===== config.mk =====
export PLATFORM = sky130hd
export DESIGN_NAME = port_req_arbiter
export DESIGN_NICKNAME = d
export VERILOG_FILES = /design/src/rtl/port_req_arbiter.sv
export SDC_FILE = /design/constraint.sdc
export NUM_CORES = 1
export LEC_CHECK = 0
export ABC_AREA = 1
export CORE_UTILIZATION = 44
export DETAILED_ROUTE_END_ITERATION = 8
export PLACE_DENSITY = 0.67
export SLEW_MARGIN = 40
export SYNTH_ARGS = -nofsm -noshare
export SYNTH_HDL_FRONTEND = slang
export SYNTH_SLANG_ARGS = --single-unit

===== constraint.sdc =====
create_clock -name clk -period 2.22 [get_ports clk]
set_input_delay 0.333 -clock clk [delete_from_list [all_inputs] [get_ports clk]]
set_output_delay 0.333 -clock clk [all_outputs]
set_load 0.02 [all_outputs]

===== src/rtl/port_req_arbiter.sv =====
// -----------------------------------------------------------------------------
// port_req_arbiter
//
// Purpose:
//   Per-output round-robin arbiter placed in front of the shared-memory mux
//   controller. Every input port presents a beat (valid, destination, last).
//   Each output port grants at most one input per cycle. An output stays locked
//   to its owner from the first beat of a packet until the last beat, so
//   multi-beat packets are never interleaved. The registered grant matrix
//   (port_vaild) lags the handshake by one cycle. That lag lines it up with the
//   data register that the input stage loads on the handshake.
//
// Ports:
//   clk         system clock
//   rst         synchronous, active-high reset
//   in_valid    [PORT_NUB]            input j has a beat available
//   in_dest     [PORT_NUB*WIDTH_SEL]  destination of input j, slice j*WIDTH_SEL
//   in_last     [PORT_NUB]            beat of input j ends its packet
//   full_in     [PORT_NUB]            output o cannot accept a beat this cycle
//   in_ready    [PORT_NUB]            beat of input j is accepted this cycle
//   port_vaild  [PORT_NUB*PORT_NUB]   registered grants, bit j*PORT_NUB+o
// -----------------------------------------------------------------------------
module port_req_arbiter #(
  parameter  int PORT_NUB  = 4,
  localparam int WIDTH_SEL = (PORT_NUB > 1) ? $clog2(PORT_NUB) : 1
) (
  input  logic                          clk,
  input  logic                          rst,
  input  logic [PORT_NUB-1:0]           in_valid,
  input  logic [PORT_NUB*WIDTH_SEL-1:0] in_dest,
  input  logic [PORT_NUB-1:0]           in_last,
  input  logic [PORT_NUB-1:0]           full_in,
  output logic [PORT_NUB-1:0]           in_ready,
  output logic [PORT_NUB*PORT_NUB-1:0]  port_vaild
);

  typedef enum logic {
    IDLE   = 1'b0,
    LOCKED = 1'b1
  } arb_state_e;

  arb_state_e           state_q [PORT_NUB];
  arb_state_e           state_d [PORT_NUB];
  logic [WIDTH_SEL-1:0] owner_q [PORT_NUB];
  logic [WIDTH_SEL-1:0] owner_d [PORT_NUB];
  logic [WIDTH_SEL-1:0] rr_q    [PORT_NUB];
  logic [WIDTH_SEL-1:0] rr_d    [PORT_NUB];

  logic [PORT_NUB-1:0]          busy;
  logic [PORT_NUB-1:0]          cand  [PORT_NUB];
  logic [PORT_NUB-1:0]          grant [PORT_NUB];
  logic [PORT_NUB-1:0]          pv_col [PORT_NUB];
  logic [PORT_NUB*PORT_NUB-1:0] grant_flat;

  // Round-robin pick: returns a one-hot vector selecting the first request at
  // or after ptr, wrapping modulo PORT_NUB. Returns zero when nothing requests.
  function automatic logic [PORT_NUB-1:0] rr_pick(
    input logic [PORT_NUB-1:0]  req,
    input logic [WIDTH_SEL-1:0] ptr
  );
    logic [PORT_NUB-1:0] onehot;
    logic                done;
    int                  idx;
    onehot = '0;
    done   = 1'b0;
    for (int k = 0; k < PORT_NUB; k++) begin
      idx = (int'(ptr) + k) % PORT_NUB;
      if (!done && req[idx]) begin
        onehot[idx] = 1'b1;
        done        = 1'b1;
      end
    end
    return onehot;
  endfunction

  // An input that owns a locked output is committed to that packet. It must
  // not be picked up by a second output even if its in_dest changes.
  always_comb begin
    busy = '0;
    for (int o = 0; o < PORT_NUB; o++) begin
      if (state_q[o] == LOCKED) begin
        busy[owner_q[o]] = 1'b1;
      end
    end
  end

  // Candidate sets and grants per output. A locked output only listens to its
  // owner and ignores in_dest. An idle output takes any free input that is
  // addressed to it. Destinations >= PORT_NUB never match any output index.
  always_comb begin
    for (int o = 0; o < PORT_NUB; o++) begin
      cand[o]  = '0;
      grant[o] = '0;
      if (state_q[o] == LOCKED) begin
        cand[o][owner_q[o]] = in_valid[owner_q[o]];
      end else begin
        for (int j = 0; j < PORT_NUB; j++) begin
          cand[o][j] = in_valid[j] && !busy[j] &&
                       (int'(in_dest[j*WIDTH_SEL +: WIDTH_SEL]) == o);
        end
      end
      if (!full_in[o] && !rst) begin
        grant[o] = rr_pick(cand[o], rr_q[o]);
      end
    end
  end

  // Fold the per-output grants into the per-input ready vector and into the
  // input-major flat matrix that port_vaild registers.
  always_comb begin
    in_ready   = '0;
    grant_flat = '0;
    for (int o = 0; o < PORT_NUB; o++) begin
      pv_col[o] = '0;
      for (int j = 0; j < PORT_NUB; j++) begin
        in_ready[j]               = in_ready[j] | grant[o][j];
        grant_flat[j*PORT_NUB+o]  = grant[o][j];
        pv_col[o][j]              = port_vaild[j*PORT_NUB+o];
      end
    end
  end

  // Next-state logic. A granted beat always transfers, because a grant
  // requires in_valid. The last beat releases the lock and moves the pointer
  // past the winner. A non-last beat on an idle output opens a lock.
  always_comb begin
    for (int o = 0; o < PORT_NUB; o++) begin
      state_d[o] = state_q[o];
      owner_d[o] = owner_q[o];
      rr_d[o]    = rr_q[o];
      for (int j = 0; j < PORT_NUB; j++) begin
        if (grant[o][j]) begin
          if (in_last[j]) begin
            state_d[o] = IDLE;
            rr_d[o]    = WIDTH_SEL'((j + 1) % PORT_NUB);
          end else if (state_q[o] == IDLE) begin
            state_d[o] = LOCKED;
            owner_d[o] = WIDTH_SEL'(j);
          end
        end
      end
    end
  end

  // State registers and the registered grant matrix.
  always_ff @(posedge clk) begin
    if (rst) begin
      for (int o = 0; o < PORT_NUB; o++) begin
        state_q[o] <= IDLE;
        owner_q[o] <= '0;
        rr_q[o]    <= '0;
      end
      port_vaild <= '0;
    end else begin
      for (int o = 0; o < PORT_NUB; o++) begin
        state_q[o] <= state_d[o];
        owner_q[o] <= owner_d[o];
        rr_q[o]    <= rr_d[o];
      end
      port_vaild <= grant_flat;
    end
  end

  // Each output column of both the live grant and the registered matrix must
  // be zero or one-hot. Otherwise the downstream mux would merge two inputs.
  always_ff @(posedge clk) begin
    if (!rst) begin
      for (int o = 0; o < PORT_NUB; o++) begin
        assert ($onehot0(grant[o]));
        assert ($onehot0(pv_col[o]));
      end
    end
  end

endmodule


==> flow_summary.ini <==
[timing]
fmaxAchievable_mhz = 361
setup_total_negative_slack_ps = -8920
final.setup_skew_ps = 12.9
timing.final.setup_violations = 28
timing.final.hold_violations = 0
max_slew_margin_pct = 66.4
post-route-period-util_pct = 125
setup_slack_ps = -553
grt_setup_unrepaired = yes
worst_slew_pin_slew_ps = 502
finalCriticalPeriod_ps = 2770
timing_max_transition_violations_final = 0

[placed_design]
place_hpwl_microns = 10700
dpl.cell_count = 834
dpl_cell_area_sq_mm = 0.00505
portBuffers = 41
gpl.final_weighted_congestion = 1.11
place_ws_ps = -1040

[synth]
xor_and_xnor_area_share_after_synthesis_pct = 0
synth_top_family_by_area = simple AND/OR/NAND/NOR gates
netlist_top_cells_count = sky130_fd_sc_hd__nand2_1, sky130_fd_sc_hd__nand3_1, sky130_fd_sc_hd__inv_1, sky130_fd_sc_hd__dfxtp_1, sky130_fd_sc_hd__ha_1
ys_seq_area_share_pct = 19.1
yosysWarnings = 0
share_of_synthesized_area_spent_on_multiplexers_pct = 0
synth.most_common_cell = sky130_fd_sc_hd__nand2_1
asyncSetResetFlopFracSynth_pct = 0
simple_gate_share_of_the_synthesized_area_pct = 56.2
post_synthesis_instance_total = 591
post_synth_num_cell_types = 32
postSynthRegisterBits = 36
netlist_top_cells_area = sky130_fd_sc_hd__dfxtp_1, sky130_fd_sc_hd__nand3_1, sky130_fd_sc_hd__nand2_1
synth_top_flop_cell = sky130_fd_sc_hd__dfxtp_1
top_area_cell_type_share_of_the_netlist_area_pct = 19.1
synth_compound_area_share_pct = 5.59
netlist.top_cell.by_area = sky130_fd_sc_hd__dfxtp_1
synth-adder-area-share_pct = 9.97
synth.avg_cell_area_sq_um = 6.37
syn-num-nets = 643
summed_instance_area_of_the_synthesized_netlist_sq_mm = 0.00376
number_of_synthesized_flops_with_an_enable_pin = 0

[clocking]
ctsHoldBuffers = 0
clock_sink_count = 36
clock_insertion_delay_worst_skew_ps = 290
tritoncts.num_buffers = 5
ctsHtreeMaxLevel = 2
clock_tree.buffer_depth = 2
cts_tree = built
clock_tree.root_cell = sky130_fd_sc_hd__clkbuf_8
cts.reportedPaths.clkPinSlew_ps = 80

[die]
floorplan.io_pins = 42
placement_rows = 33
die_area_sq_mm = 0.00893
initial_core_util_pct = 45.6
fp.dieH_microns = 94.5
core_region_area_sq_mm = 0.00826
die_width_microns = 94.5

[pwr]
peakVddDrop_v = 0.000378
static-leakage-power_nw = 2.99
power_density_mw_per_mm2 = 462

[setup_path]
worstSetupEndpointType = output port
startpoint = owner_q[2][0]
timing.critical_path.from_type = flop
worstPathMaxFanout = 8
critPathKind = flop to output port
worstPathArrival_ps = 2440
r2r-start = owner_q[0][0]
timing.critical_path.required_ps = 1890

[outcome]
violations = negative setup slack
status = finished, violations left

[drt]
via_count = 4947
drt.antenna.violating_nets = 0
via_per_inst = 5.65
drt_first_iter_violations = 292
routed_wirelength_microns = 15000
drc = 0
avgRoutedWirePerCell_microns = 17.1
drt_pre_antenna_iters = 5

[grt]
grt_first_pass_wirelength_microns = 22100
via_count_of_the_first_global_routing_pass = 4622
grt_antenna_before_repair = 0
grt_start_max_net_pins = 12
track_usage_pct = 31.9
globalRouteOverflowTotal = 0

[cells_and_area]
fillerInstances = 628
number_of_antenna_cells_inserted = 0
area_growth_from_synthesis_to_layout_pct = 64.7
post_route_design_area_sq_mm = 0.00620
post_route_cells_drive_above_1_share_pct = 45.7
post_layout_net_count = 822
fin_util_pct = 75.1
instances_no_fill = 876

[run]
max_cap_viol_count = 0

[worst_hold_path]
min-delay-start = owner_q[1][1]
hold_path_class = flop to flop
-- final timing paths --
path	end	slack [ps]	depth (start not counted)
setup / recovery	in_ready[2]	-550	14
hold / removal	owner_q[1][1]	650	3
setup reg to reg	owner_q[1][0]	-470	22
hold reg to reg	owner_q[1][1]	650	3
-- kinds of logic after synthesis --
family / after synthesis
adder cells (fa/ha/maj): 30
buffers and inverters: 84
flip-flops: 36
AND/OR/NAND/NOR: 408
AO/OA/AOI/OAI: 33
-- power breakdown --
part | leakage [nW] | internal, mW | switching [mW]
Combinational | 2.65 | 0.677 | 0.921
Sequential | 0.301 | 0.691 | 0.0761
Clock | 0.0445 | 0.252 | 0.247
-- metrics by stage --
| stage | total power, mW | hold slack, ps |
|---|---|---|
| final | 2.86 | 654 |
| after global routing | 3.01 | 665 |
| after CTS | 2.66 | 650 |
| after detailed placement | 2.01 | 666 |
| after global placement | 1.99 | 637 |
| after floorplan | 1.51 | 494 |
-- cell usage in the layout, fill, tap and decap left out, types with 3 or more instances in the layout --
cell type                         instances
sky130_fd_sc_hd__dlygate4sd2_1            9
sky130_fd_sc_hd__a21oi_1                 11
sky130_fd_sc_hd__dfxtp_1                 23
sky130_fd_sc_hd__o21ai_0                  3
sky130_fd_sc_hd__nand3_1                 81
sky130_fd_sc_hd__nor2_2                   4
sky130_fd_sc_hd__ha_1                    30
sky130_fd_sc_hd__nand3_4                 12
sky130_fd_sc_hd__nand2_1                124
sky130_fd_sc_hd__nor2_8                   3
sky130_fd_sc_hd__a31oi_1                  4
sky130_fd_sc_hd__buf_4                  123
sky130_fd_sc_hd__buf_6                   19
sky130_fd_sc_hd__nor2_1                  19
sky130_fd_sc_hd__clkbuf_8                 6
sky130_fd_sc_hd__clkdlybuf4s50_1         26
sky130_fd_sc_hd__nor2_4                  10
sky130_fd_sc_hd__inv_2                    8
sky130_fd_sc_hd__inv_4                    9
sky130_fd_sc_hd__nand3_2                 66
sky130_fd_sc_hd__nor3_2                  10
sky130_fd_sc_hd__dfxtp_4                 12
sky130_fd_sc_hd__nor3_4                   3
sky130_fd_sc_hd__nor3_1                   6
sky130_fd_sc_hd__a21oi_2                  6
sky130_fd_sc_hd__nand2_2                 32
sky130_fd_sc_hd__nand2_4                 15
sky130_fd_sc_hd__nand4_1                 20
sky130_fd_sc_hd__inv_1                   55
sky130_fd_sc_hd__o21ai_4                  3
-- critical path, stage by stage, from the launching register on --
cell and delay, ps:
sky130_fd_sc_hd__dfxtp_4 390, sky130_fd_sc_hd__nor2_2 170, sky130_fd_sc_hd__nand2_2 90, sky130_fd_sc_hd__nand2_1 90
sky130_fd_sc_hd__inv_2 60, sky130_fd_sc_hd__nand3_1 190, sky130_fd_sc_hd__nand3_1 160, sky130_fd_sc_hd__nand3_2 120
sky130_fd_sc_hd__nand2_4 80, sky130_fd_sc_hd__nor2_4 200, sky130_fd_sc_hd__nand3_1 100, sky130_fd_sc_hd__nand4_1 130
sky130_fd_sc_hd__nand2_2 90, sky130_fd_sc_hd__nand4_1 110, sky130_fd_sc_hd__buf_4 150
-- flip-flops by register name, indices dropped and copies added (netlist names) --
register and count:
state_q 4, owner_q 8, rr_q 8, port_vaild 16
-- final cells by class --
cell class,instances,area [sq um],share of cell area [%]
multi-input combinational,471,3360,54.1
clock inverter,1,7.51,0.121
clock buffer,7,86.3,1.39
tap,105,131,2.12
timing repair buffer,180,1520,24.5
sequential,36,767,12.4
inverter,76,329,5.31
-- routing by layer --
metal	wire, microns	up-vias	GRT usage [%]	part of all wire (%)
met4	673	0	14.9	4.5
met2	7410	234	55.6	49
met5	0	-	0	0
met3	1090	63	4.43	7.3
met1	5830	2307	38.6	39
li1	-	2343	-	-
-- repair_timing --
action,in CTS,in global routing
setup endpoints to repair,40,36
pin swaps,42,70
setup buffers,26,26
resized for setup,127,110
endpoints found under the hold margin,0,0
(Power assumes the default switching activity.)
